**src/rtl/digital_timer_bcd_n.sv**
```systemverilog
// N-digit BCD timer: tick prescaler, up/down count, run/pause/preload control,
// terminal-count wrap or stop, and one registered active-low seven-segment byte per digit.
//
// state | meaning
// IDLE  | stopped after reset or preload, waiting for start
// RUN   | prescaler advancing, count steps on every tick
// PAUSE | stopped by stop, prescaler and count held
// DONE  | terminal count reached with wrap=0, count held
module digital_timer_bcd_n #(
    parameter int DIGITS   = 2,
    parameter int TICK_DIV = 25
) (
    input  logic                  clk_50MHz,
    input  logic                  reset,
    input  logic                  start,
    input  logic                  stop,
    input  logic                  load,
    input  logic [4*DIGITS-1:0]   load_value,
    input  logic                  dir,
    input  logic                  wrap,
    output logic [4*DIGITS-1:0]   count_bcd,
    output logic [8*DIGITS-1:0]   seg,
    output logic                  running,
    output logic                  done,
    output logic                  terminal
);

    localparam int CW = 4 * DIGITS;
    localparam int PW = $clog2(TICK_DIV);
    localparam logic [PW-1:0] PRE_LAST = PW'(TICK_DIV - 1);
    localparam logic [CW-1:0] ALL_NINES = {DIGITS{4'h9}};

    localparam logic [1:0] IDLE  = 2'd0;
    localparam logic [1:0] RUN   = 2'd1;
    localparam logic [1:0] PAUSE = 2'd2;
    localparam logic [1:0] DONE  = 2'd3;

    logic [1:0]          state;
    logic [PW-1:0]       prescaler;
    logic                tick;
    logic                at_terminal;
    logic [CW-1:0]       count_step;
    logic [CW-1:0]       count_load;
    logic [8*DIGITS-1:0] seg_next;
    logic                step_carry;
    logic [3:0]          step_digit;
    logic [3:0]          load_digit;

    function automatic logic [7:0] seg_decode(input logic [3:0] code);
        logic [7:0] pattern;
        case (code)
            4'd0:    pattern = 8'hC0;
            4'd1:    pattern = 8'hF9;
            4'd2:    pattern = 8'hA4;
            4'd3:    pattern = 8'hB0;
            4'd4:    pattern = 8'h99;
            4'd5:    pattern = 8'h92;
            4'd6:    pattern = 8'h82;
            4'd7:    pattern = 8'hF8;
            4'd8:    pattern = 8'h80;
            4'd9:    pattern = 8'h90;
            default: pattern = 8'hFF;
        endcase
        return pattern;
    endfunction

    // Digit-serial +/-1: the carry/borrow ripples up only through digits at 9 (up) or 0 (down).
    always_comb begin
        count_step = count_bcd;
        step_carry = 1'b1;
        step_digit = 4'd0;
        for (int i = 0; i < DIGITS; i++) begin
            step_digit = count_bcd[4*i +: 4];
            if (step_carry) begin
                if (!dir) begin
                    if (step_digit == 4'd9) begin
                        count_step[4*i +: 4] = 4'd0;
                    end else begin
                        count_step[4*i +: 4] = step_digit + 4'd1;
                        step_carry = 1'b0;
                    end
                end else begin
                    if (step_digit == 4'd0) begin
                        count_step[4*i +: 4] = 4'd9;
                    end else begin
                        count_step[4*i +: 4] = step_digit - 4'd1;
                        step_carry = 1'b0;
                    end
                end
            end
        end
    end

    always_comb begin
        count_load = '0;
        seg_next   = '0;
        load_digit = 4'd0;
        for (int i = 0; i < DIGITS; i++) begin
            load_digit = load_value[4*i +: 4];
            count_load[4*i +: 4] = (load_digit > 4'd9) ? 4'd9 : load_digit;
            seg_next[8*i +: 8]   = seg_decode(count_bcd[4*i +: 4]);
        end
    end

    assign at_terminal = dir ? (count_bcd == '0) : (count_bcd == ALL_NINES);
    assign tick        = (state == RUN) && (prescaler == PRE_LAST);
    assign running     = (state == RUN);
    assign done        = (state == DONE);

    always_ff @(posedge clk_50MHz) begin
        if (reset) begin
            state     <= IDLE;
            prescaler <= '0;
            count_bcd <= '0;
            seg       <= {DIGITS{8'hC0}};
            terminal  <= 1'b0;
        end else begin
            terminal <= 1'b0;
            seg      <= seg_next;
            if (load) begin
                count_bcd <= count_load;
                prescaler <= '0;
                state     <= IDLE;
            end else if (stop) begin
                // stop also swallows a coincident tick and any start request
                if (state == RUN) begin
                    state <= PAUSE;
                end
            end else if (start && (state != RUN)) begin
                if (state != PAUSE) begin
                    prescaler <= '0;
                end
                if (state == DONE) begin
                    count_bcd <= dir ? ALL_NINES : '0;
                end
                state <= RUN;
            end else if (tick) begin
                prescaler <= '0;
                terminal  <= at_terminal;
                if (at_terminal && !wrap) begin
                    state <= DONE;
                end else begin
                    count_bcd <= count_step;
                end
            end else if (state == RUN) begin
                prescaler <= prescaler + PW'(1);
            end
        end
    end

endmodule

```
**config.mk**
```make
export PLATFORM = sky130hd
export DESIGN_NAME = digital_timer_bcd_n
export DESIGN_NICKNAME = d
export VERILOG_FILES = /design/src/rtl/digital_timer_bcd_n.sv
export SDC_FILE = /design/constraint.sdc
export NUM_CORES = 1
export LEC_CHECK = 0
export ABC_AREA = 1
export CORE_MARGIN = 2
export CORE_UTILIZATION = 45
export CTS_BUF_LIST = sky130_fd_sc_hd__clkbuf_8
export DETAILED_ROUTE_END_ITERATION = 10
export MAX_ROUTING_LAYER = met4
export PLACE_DENSITY = 0.72
export SLEW_MARGIN = 20
export SYNTH_ARGS = -nofsm -noshare
export SYNTH_HDL_FRONTEND = slang
export SYNTH_SLANG_ARGS = --single-unit
```
**constraint.sdc**
```tcl
create_clock -name clk_50MHz -period 1.93 [get_ports clk_50MHz]
set_clock_uncertainty 0.15 [all_clocks]
set_input_delay 0.2895 -clock clk_50MHz [delete_from_list [all_inputs] [get_ports clk_50MHz]]
set_output_delay 0.2895 -clock clk_50MHz [all_outputs]
set_load 0.05 [all_outputs]
```
==> run summary <==
The run finished with clean final reports. The die is 71.2 µm tall. The fraction of registers with async set or reset after synthesis works out to 0. Count of TritonRoute iterations in the first routing pass: 4. The nature of the critical path startpoint was a register. The tools report the global placer's final weighted congestion as 0.941. The die covers 0.00506 mm².

Hold is met by 357 ps. The clock passes through at most 2 buffers. The count of flip-flops with a built-in enable after synthesis works out to 0.

The die is 71.2 µm wide. In the final routed layout, each cell accounts on average for 11.7 µm. The most critical setup path has its endpoint at count_bcd[6]$_SDFFE_PP0P_.

The top-area cell type share of the netlist area came out at 0.296. The relative slew slack is 0.667. The number of buffers and inverters on the critical path is 2. The startpoint identified for the worst register-to-register timing path is count_bcd[4]$_SDFFE_PP0P_. Across all register-to-register paths, the minimum setup slack is 30 ps. The leading cell type in the layout, fill and taps excluded is sky130_fd_sc_hd__nand2_1. The number of antenna violations at the first check in global routing came out at 0. During synthesis, Yosys emitted a total of 0 warnings. Highest-delay cell along the critical path: sky130_fd_sc_hd__dfxtp_4.

The endpoint identified for the worst register-to-register timing path is count_bcd[6]$_SDFFE_PP0P_. After synthesis, the netlist uses 38 different library cells. Number of buffers added by the clock tree synthesis step: 5. The first global-routing pass estimated 7.62 mm of wire. The proportion of layout cells with a drive suffix above 1 was 0.214; the latest clock arrival within the worst-skew pair was 290 ps.

Combinational fraction of design power: 0.363. Critical path's top delay family: adder cells. The sequential fraction of the synthesis area is 0.296.

Yosys attributes the largest share of cell area to sky130_fd_sc_hd__dfxtp_1, sky130_fd_sc_hd__nand2_1, sky130_fd_sc_hd__ha_1. Timing would allow up to 0.525 GHz. The number of gates on the worst path with buffers counted was 9; the flop and latch count out of synthesis was 30.

The cell taking the most area after synthesis is sky130_fd_sc_hd__dfxtp_1. The detailed-route vias per instance was 4.98; the transition time of the tightest slew-check pin was 498 ps. For the number of max-capacitance violations reported, the log shows 0.

The mean cell area of the mapped netlist came out at 7.07 µm². STA puts the critical path data arrival time at 1990 ps. The largest fanout on the critical path was 7; the maximum level of the CTS H-tree was 2.

The tools report the fraction of power consumed by the clock network as 0.270. The run gives 0.194 as the total routing usage reported by global routing. The routed wire length is 4.56 mm. The logs give 0 for the final hold violation count and 24 for the site row count.

The top cell types in the final layout, fill and taps aside, are sky130_fd_sc_hd__nand2_1, sky130_fd_sc_hd__nor2_1, sky130_fd_sc_hd__clkdlybuf4s50_1. The capturing element type of the critical path is a register. The first-iteration detailed-routing DRC count was 64; the synthesized instance count was 287. The total standard cell area after synthesis was 0.00203 mm²; the relative area change from synthesis to final layout was 28.8%. In this run the power density over the cells is 746 mW/mm². The pin count of the biggest net entering global routing was 14; the count of boundary I/O pins was 42.

Across the VDD grid, the largest voltage drop is 0.279 mV. The static power due to leakage is 1.18 nW, and the number of cell instances on the worst register-to-register path is 9. Data on the critical path is required at its endpoint by 2010 ps.

CTS placed an instance of sky130_fd_sc_hd__clkbuf_8 at the clock tree root. The net switching share of the total power works out to 0.379. The register clock-pin slew on the reported worst setup and hold paths came out at 70 ps.

The standard cell core area is 0.00435 mm², and the count of unresolved DRC violations after routing is 0. The number of hold buffers added after CTS was 0. TritonCTS built the clock tree.

For the final net count, the log shows 364. The signal on the critical path passes through clkinvlp_4 > buf_4 > ha_1 > ha_1 > o21ai_0 > nand3_1 > nand2_1 > nor2_1 > nor2_1. Largest stage delay on the critical path: 400 ps. The period utilization came out at 0.987. The critical path starts at count_bcd[4]$_SDFFE_PP0P_. The tools report the count of nets left with antenna violations after detail routing as 0. For this design the total switching power over the nets is 0.740 mW. The max-slew violation count was 0; the internal power was 1.21 mW. The count of input and output buffers is 39. The path type of the worst min-delay path was register to register. The total overflow left after global routing is 0. Via count of the first global-routing pass: 1770. Setup total negative slack on the finished layout was measured at 0 ps.

The detailed placer's ending HPWL was 3.48 mm; the clock net sink count was 30. For this run, the leading register cell type out of synthesis is sky130_fd_sc_hd__dfxtp_1. The initial standard-cell utilization of the core was 0.466. The routed layout has 1938 vias. The critical path start-end classification is register to register. The time the final worst path needs with I/O delays and setup is 1900 ps. The number of antenna diodes in the final layout is 0. Setup violations remaining at the end of the flow were counted as 0. The power share of the sequential group was 0.368.
## logic make-up (layout without fill, tap and decap cells)
logic type | count (synthesis) | after routing | share of synthesized area
AND/OR/NAND/NOR | 146 | 146 | 0.368
XOR/XNOR | 5 | 5 | 0.0216
AO/OA/AOI/OAI | 47 | 47 | 0.130
flip-flops | 30 | 30 | 0.296
adder cells (fa/ha/maj) | 13 | 13 | 0.0801
other | 1 | 2 | 0.00185
buffers and inverters | 45 | 94 | 0.102
## layer usage
layer  vias up  track usage  wire, µm
met5         -            -         0
met4         0       0.0797        94
met3         9       0.0456       242
met2        54        0.297      2080
met1       853        0.245      2150
li1       1022            -         -
## through the flow
stage	setup WS [ps]	cells	cell area (µm²)	total power, mW	util
finish	25.8	389	2610	1.95	0.600
global route	-58.9	389	2610	2.05	0.600
CTS	83.5	386	2570	1.94	0.591
detailed placement	61.9	378	2480	1.42	0.570
global placement	69.7	378	2480	1.41	0.570
floorplan	112	288	2040	1.22	-
## final cells by class
type / count / area, µm²
fillers: 411 / 1740
multi-input cells: 213 / 1230
flip-flops and latches: 30 / 611
repair buffers: 50 / 473
inverters: 36 / 141
clock buffers: 6 / 82.6
well taps: 52 / 65.1
clock inverters: 2 / 8.76
## worst min path at each step
stage,startpoint,end,slack [ps],cells past startpoint
finish,prescaler[1]$_SDFFE_PP0P_,prescaler[1]$_SDFFE_PP0P_,360,2
global route,state[1]$_SDFFE_PP0P_,state[1]$_SDFFE_PP0P_,390,2
CTS,prescaler[1]$_SDFFE_PP0P_,prescaler[1]$_SDFFE_PP0P_,360,2
detailed placement,prescaler[1]$_SDFFE_PP0P_,prescaler[1]$_SDFFE_PP0P_,350,2
global placement,prescaler[4]$_SDFFE_PP0P_,prescaler[4]$_SDFFE_PP0P_,350,2
floorplan,prescaler[1]$_SDFFE_PP0P_,prescaler[1]$_SDFFE_PP0P_,320,2
## what timing repair did
item | CTS | global route
setup endpoints to repair | 0 | 11
endpoints found under the hold margin | 0 | 0
resized for setup | 0 | 6
setup buffers | 0 | 3
## flip-flops by register name, indices dropped and copies added, names as in the netlist
signal / flops
count_bcd: 8
prescaler: 5
state: 2
terminal: 1
seg: 14
## synthesized netlist by cell type (3+ instances only)
master / instances
sky130_fd_sc_hd__nand2_1: 63
sky130_fd_sc_hd__o211ai_1: 4
sky130_fd_sc_hd__or2_2: 4
sky130_fd_sc_hd__a21oi_1: 18
sky130_fd_sc_hd__nor2_2: 6
sky130_fd_sc_hd__nand2_2: 5
sky130_fd_sc_hd__nand2_4: 5
sky130_fd_sc_hd__nand3_1: 22
sky130_fd_sc_hd__buf_2: 3
sky130_fd_sc_hd__ha_1: 13
sky130_fd_sc_hd__inv_2: 7
sky130_fd_sc_hd__dfxtp_1: 30
sky130_fd_sc_hd__nor2_1: 29
sky130_fd_sc_hd__nand3_4: 3
sky130_fd_sc_hd__o21ai_0: 16
sky130_fd_sc_hd__inv_1: 28
sky130_fd_sc_hd__xor2_1: 4
## worst register-to-register path, delay by kind of cell (launching register included)
kind	cells	cell delay, ps
adders and majority gates	2	500
and+or+nand+nor	4	330
DFF	1	400
buffers and inverters	2	310
AOI/OAI and AO/OA	1	180
## power by group through the flow
stage | clock [mW] | sequential [mW] | combinational [mW]
floorplan | 0 | 0.881 | 0.336
detailed placement | 0 | 0.730 | 0.688
global placement | 0 | 0.729 | 0.681
finish | 0.526 | 0.717 | 0.708
global route | 0.558 | 0.724 | 0.767
CTS | 0.536 | 0.716 | 0.692
(Power assumes the default switching activity.)
